<file path="src/rtl/cascade_pkg.sv">
// Shared definitions for the blocks that sit around the cascade_lake filter chain.
package cascade_pkg;

    localparam int DEFAULT_DATA_W   = 16;
    localparam int HALO_3X3_CASCADE = 4;

    // Output entry layout; the crop FIFO packs {data, eol, eof} in this order.
    typedef struct packed {
        logic [DEFAULT_DATA_W-1:0] data;
        logic                      eol;
        logic                      eof;
    } crop_entry_t;

endpackage

</file>
<file path="src/rtl/cascade_sync_fifo.sv">
// Single-clock FIFO with wrap-bit pointers; head is read straight from the array
// so a word written on one edge is presented on the next cycle.
module cascade_sync_fifo
    import cascade_pkg::*;
#(
    parameter int ENTRY_W = DEFAULT_DATA_W + 2,
    parameter int DEPTH   = 8
) (
    input  logic               clk,
    input  logic               reset,
    input  logic               push,
    input  logic [ENTRY_W-1:0] push_data,
    input  logic               pop,
    output logic [ENTRY_W-1:0] head,
    output logic               empty,
    output logic               full
);

    localparam int AW = $clog2(DEPTH);

    logic [AW:0]        wr_ptr_reg;
    logic [AW:0]        rd_ptr_reg;
    logic [ENTRY_W-1:0] mem [DEPTH];
    logic               do_pop;
    logic               do_push;

    assign empty = (wr_ptr_reg == rd_ptr_reg);
    assign full  = (wr_ptr_reg[AW] != rd_ptr_reg[AW]) &&
                   (wr_ptr_reg[AW-1:0] == rd_ptr_reg[AW-1:0]);

    // When full, a same-cycle pop frees the slot the push lands in.
    assign do_pop  = pop && !empty;
    assign do_push = push && (!full || do_pop);

    always_ff @(posedge clk) begin
        if (reset) begin
            wr_ptr_reg <= '0;
            rd_ptr_reg <= '0;
        end else begin
            if (do_push)
                wr_ptr_reg <= wr_ptr_reg + 1'b1;
            if (do_pop)
                rd_ptr_reg <= rd_ptr_reg + 1'b1;
        end
    end

    always_ff @(posedge clk) begin
        if (do_push)
            mem[wr_ptr_reg[AW-1:0]] <= push_data;
    end

    assign head = mem[rd_ptr_reg[AW-1:0]];

endmodule

</file>
<file path="src/rtl/cascade_out_crop.sv">
// Crops the halo from the free-running cascade output, optionally normalises,
// and buffers kept pixels onto a ready/valid stream with row/frame markers.
module cascade_out_crop
    import cascade_pkg::*;
#(
    parameter int IMG_W      = 64,
    parameter int IMG_H      = 64,
    parameter int HALO       = HALO_3X3_CASCADE,
    parameter int DATA_W     = DEFAULT_DATA_W,
    parameter int NORM_SHIFT = 0,
    parameter int FIFO_DEPTH = 8
) (
    input  logic              clk,
    input  logic              reset,
    input  logic              in_valid,
    input  logic [DATA_W-1:0] in_data,
    output logic              out_valid,
    input  logic              out_ready,
    output logic [DATA_W-1:0] out_data,
    output logic              out_eol,
    output logic              out_eof,
    output logic              frame_done,
    output logic              overflow
);

    localparam int COL_W   = (IMG_W > 1) ? $clog2(IMG_W) : 1;
    localparam int ROW_W   = (IMG_H > 1) ? $clog2(IMG_H) : 1;
    localparam int ENTRY_W = DATA_W + 2;

    logic [COL_W-1:0]   col_reg;
    logic [ROW_W-1:0]   row_reg;
    logic               overflow_reg;
    logic               frame_done_reg;
    logic               frame_done_next;

    logic               col_last;
    logic               row_last;
    logic               keep;
    logic               in_eol;
    logic               in_eof;
    logic [DATA_W-1:0]  in_shifted;
    logic [ENTRY_W-1:0] push_entry;
    logic [ENTRY_W-1:0] head_entry;
    logic               fifo_empty;
    logic               fifo_full;
    logic               pop_fire;
    logic               drop;

    assign col_last = (col_reg == COL_W'(IMG_W - 1));
    assign row_last = (row_reg == ROW_W'(IMG_H - 1));

    always_ff @(posedge clk) begin
        if (reset) begin
            col_reg <= '0;
            row_reg <= '0;
        end else if (in_valid) begin
            if (col_last) begin
                col_reg <= '0;
                row_reg <= row_last ? '0 : row_reg + ROW_W'(1);
            end else begin
                col_reg <= col_reg + COL_W'(1);
            end
        end
    end

    assign keep       = in_valid && (col_reg >= COL_W'(HALO)) && (row_reg >= ROW_W'(HALO));
    assign in_eol     = col_last;
    assign in_eof     = col_last && row_last;
    assign in_shifted = in_data >> NORM_SHIFT;
    assign push_entry = {in_shifted, in_eol, in_eof};

    assign out_valid = !fifo_empty;
    assign pop_fire  = out_valid && out_ready;
    assign drop      = keep && fifo_full && !pop_fire;

    cascade_sync_fifo #(
        .ENTRY_W (ENTRY_W),
        .DEPTH   (FIFO_DEPTH)
    ) u_fifo (
        .clk       (clk),
        .reset     (reset),
        .push      (keep),
        .push_data (push_entry),
        .pop       (out_ready),
        .head      (head_entry),
        .empty     (fifo_empty),
        .full      (fifo_full)
    );

    // Array contents are undefined until written, so the head is masked when empty.
    assign out_data = out_valid ? head_entry[ENTRY_W-1:2] : '0;
    assign out_eol  = out_valid && head_entry[1];
    assign out_eof  = out_valid && head_entry[0];

    // A dropped eof word still has to close the frame for downstream.
    assign frame_done_next = (pop_fire && head_entry[0]) || (drop && in_eof);

    always_ff @(posedge clk) begin
        if (reset) begin
            overflow_reg   <= 1'b0;
            frame_done_reg <= 1'b0;
        end else begin
            overflow_reg   <= overflow_reg | drop;
            frame_done_reg <= frame_done_next;
        end
    end

    assign overflow   = overflow_reg;
    assign frame_done = frame_done_reg;

endmodule

</file>
<file path="config.mk">
export PLATFORM = sky130hd
export DESIGN_NAME = cascade_out_crop
export DESIGN_NICKNAME = d
export VERILOG_FILES = /design/src/rtl/cascade_pkg.sv /design/src/rtl/cascade_sync_fifo.sv /design/src/rtl/cascade_out_crop.sv
export SDC_FILE = /design/constraint.sdc
export NUM_CORES = 1
export LEC_CHECK = 0
export ABC_AREA = 0
export BUFFER_PORTS_ARGS = -buffer_cell sky130_fd_sc_hd__clkbuf_2
export CORE_ASPECT_RATIO = 2
export CORE_MARGIN = 10
export CORE_UTILIZATION = 35
export DETAILED_ROUTE_END_ITERATION = 6
export GPL_ROUTABILITY_DRIVEN = 0
export PLACE_DENSITY_LB_ADDON = 0.08
export SKIP_CTS_REPAIR_TIMING = 1
export SLEW_MARGIN = 10
export SYNTH_ARGS = -nofsm -noshare
export SYNTH_HDL_FRONTEND = slang
export SYNTH_SLANG_ARGS = --single-unit
</file>
<file path="constraint.sdc">
create_clock -name clk -period 8.55 [get_ports clk]
set_input_delay 0.4275 -clock clk [delete_from_list [all_inputs] [get_ports clk]]
set_output_delay 0.4275 -clock clk [all_outputs]
set_load 0.03 [all_outputs]
</file>
==> flow_summary.yaml <==
run_status:
  status: "completed"
detailed_routing:
  drc: 0
  wl_per_cell_um: 20.6
  drt_iter0_markers: 241
  via_per_inst: 4.81
  vias: 3349
  drt_first_pass_iters: 4
  antenna_left: 0
  wl_um: 14400
setup_path:
  crit_start: "u_fifo.wr_ptr_reg[0]"
  critPathKind: "flip-flop to output port"
  cp_max_fo: 12
  endpoint: "out_data[4]"
  critPathMaxStageDelay_ns: 0.76
  crit_arrival_ns: 2.60
  rrSetupSlack_ns: 6.02
  timing.rr.end: "u_fifo.mem[0][3]"
  reg2reg_from: "u_fifo.wr_ptr_reg[2]"
  endpoint_kind: "output port"
  critPathSlowestCell: "nor4_4"
  crit_chain: "xor2_2, nor4_4, buf_4, nor2_1, clkbuf_2"
  ff2ff_path_depth: 5
  critPathLaunchType: "flip-flop"
  cp_data_required_time_ns: 8.12
global_routing:
  first_global_vias: 3826
  grt_pass1_wl_um: 22800
  antenna_found_initial: 0
  overflow: 0
  grt_max_degree: 37
  grt_usage: 0.118
layout:
  final_cells: 696
  diodes: 0
  largest_register_ffs: 144
  fin_area_um2: 7920
  drive_gt1_frac: 0.316
  nNetsFinal: 450
  utilization: 0.411
  syn_to_final_growth_pct: 16.3
clocking:
  clockBufferDepth: 2
  cts-htree-levels: 4
  clockRootBuffer: "clkbuf_16"
  clkTransAtPathRegs_ns: 0.07
  clock_latency_ns: 0.42
  cts_tree: "done"
  cts.sinks: 169
  cts_buffers: 17
synth:
  syn-num-nets: 397
  ys_async_sr_fraction: 0
  synth_edf_count: 144
  yosysSeqAreaShare: 0.708
  synthDistinctLibCells: 43
  synth_cells: 371
  synth_flop_cell: "edfxtp_1"
  synth_top_area_cell: "edfxtp_1"
  synthesis.area_um2: 6810
  avgSynthCellArea_um2: 18.4
  synth_top_area_share: 0.635
  yosys_register_bits: 169
  ys_warn_count: 0
  synth_area_leaders: "edfxtp_1 (63%), mux4_2 (12%), dfxtp_1 (7.3%)"
timing:
  fin_crit_ns: 3.03
  whs_ns: 0.292
  layout_setup_ws_ns: 5.52
  max_slew.worst_pin.slew_ns: 0.777
  slew_headroom: 0.478
  finalSetupTns_ns: 0
  slew_violations: 0
  fmax_mhz: 330
  grt_setup_unrepaired: "false"
  post-route-period-util: 0.354
  hold_violations: 0
  clock_skew_ns: 0.00953
  setup_violations: 0
placement:
  post-place-ws_ns: 5.88
  dp.cells: 664
  port_buffers: 40
  placed_cell_area_um2: 7360
  hpwlAfterDp_um: 9150
power_and_ir_drop:
  leakage_nw: 2.60
  p_per_area_nw_per_um2: 205
  finalPower_mw: 1.63
  ir_worst_vdd_mv: 0.124
floorplan:
  core_area_um2: 19300
  die-width_um: 119
  ios: 41
  die-area_um2: 25800
  initial_utilization: 0.353
  die_y_um: 217
  num_rows: 72
hold_path:
  hp-class: "input port to flip-flop"
run:
  max_cap_viol_count: 0
logic make-up after synthesis:
kind of cell    after synthesis  synth area share
buf+inv                      28            0.0187
mux                          60             0.156
compound gates               13            0.0178
fa+ha+maj                     6            0.0110
simple gates                 80            0.0648
flops                       169             0.708
xor+xnor                     15            0.0237
synth_stat cells, types with 3 or more instances:
master / number
edfxtp_1: 144
mux4_2: 36
nor2_1: 36
dfxtp_1: 25
mux2i_1: 21
inv_1: 10
buf_2: 9
nand2_1: 8
xnor2_1: 7
ha_1: 6
a21oi_1: 5
clkbuf_1: 5
nor3_1: 5
nand3_1: 4
nand4_1: 4
xor2_1: 4
xor2_2: 4
and4b_1: 3
nor2b_1: 3
nor4_1: 3
cell usage in the layout, fill, tap and decap left out, types with 2 or more instances in the layout:
cell	count
nor3_1	5
buf_4	12
xnor2_1	7
a21oi_1	5
clkinvlp_4	6
mux4_2	36
or3_1	2
clkinv_4	2
clkbuf_16	17
mux2i_1	21
xor2_1	4
nor2b_1	3
nand4_1	4
inv_6	2
and4b_1	3
ha_1	6
o21ai_0	2
xor2_2	4
dfxtp_1	24
clkbuf_2	40
nand2_1	8
nor4_1	2
edfxtp_1	144
or4_4	2
nor2_1	36
inv_1	10
mux2_4	2
nand3_1	4
clkinv_2	3
and3_1	2
how the worst min path moves through the flow:
| stage | slack, ns | cells after the start | to | start |
|---|---|---|---|---|
| 2_1_floorplan | 0.48 | 2 | row_reg[1] | row_reg[1] |
| 3_3_place_gp | 0.44 | 2 | overflow | overflow |
| 3_5_place_dp | 0.45 | 2 | overflow | overflow |
| 4_1_cts | 0.28 | 1 | u_fifo.mem[3][16] | in_data[14] |
| 5_1_grt | 0.28 | 1 | u_fifo.mem[1][15] | in_data[13] |
| 6_report | 0.29 | 1 | u_fifo.mem[1][15] | in_data[13] |
critical path, delay by kind of cell, from the launching register on:
kind / cells / cell delay [ns]
xor+xnor: 1 / 0.22
buf+inv: 2 / 0.53
flops: 1 / 0.58
simple gates: 2 / 0.83
report_power, final:
group	internal, mW	leakage (nW)	switching [mW]
Clock	0.401	0.255	0.316
Sequential	0.892	1.54	0.00117
Combinational	0.00526	0.805	0.0126
cell type report:
| class | instances | area (µm²) |
|---|---|---|
| clock buffer | 18 | 429 |
| inverter | 10 | 37.5 |
| multi-input combinational | 174 | 1890 |
| sequential | 169 | 4830 |
| fill | 1809 | 11400 |
| timing repair buffer | 52 | 290 |
| clock inverter | 14 | 125 |
| tap | 259 | 324 |
per-layer routing:
layer | wire length [µm] | vias up | global-route usage
met5 | 0 | - | 0
met4 | 203 | 0 | 0.0430
met3 | 394 | 14 | 0.0280
met2 | 8190 | 42 | 0.224
met1 | 5580 | 1737 | 0.122
li1 | - | 1556 | -
Power figures use the tool's default switching activity.
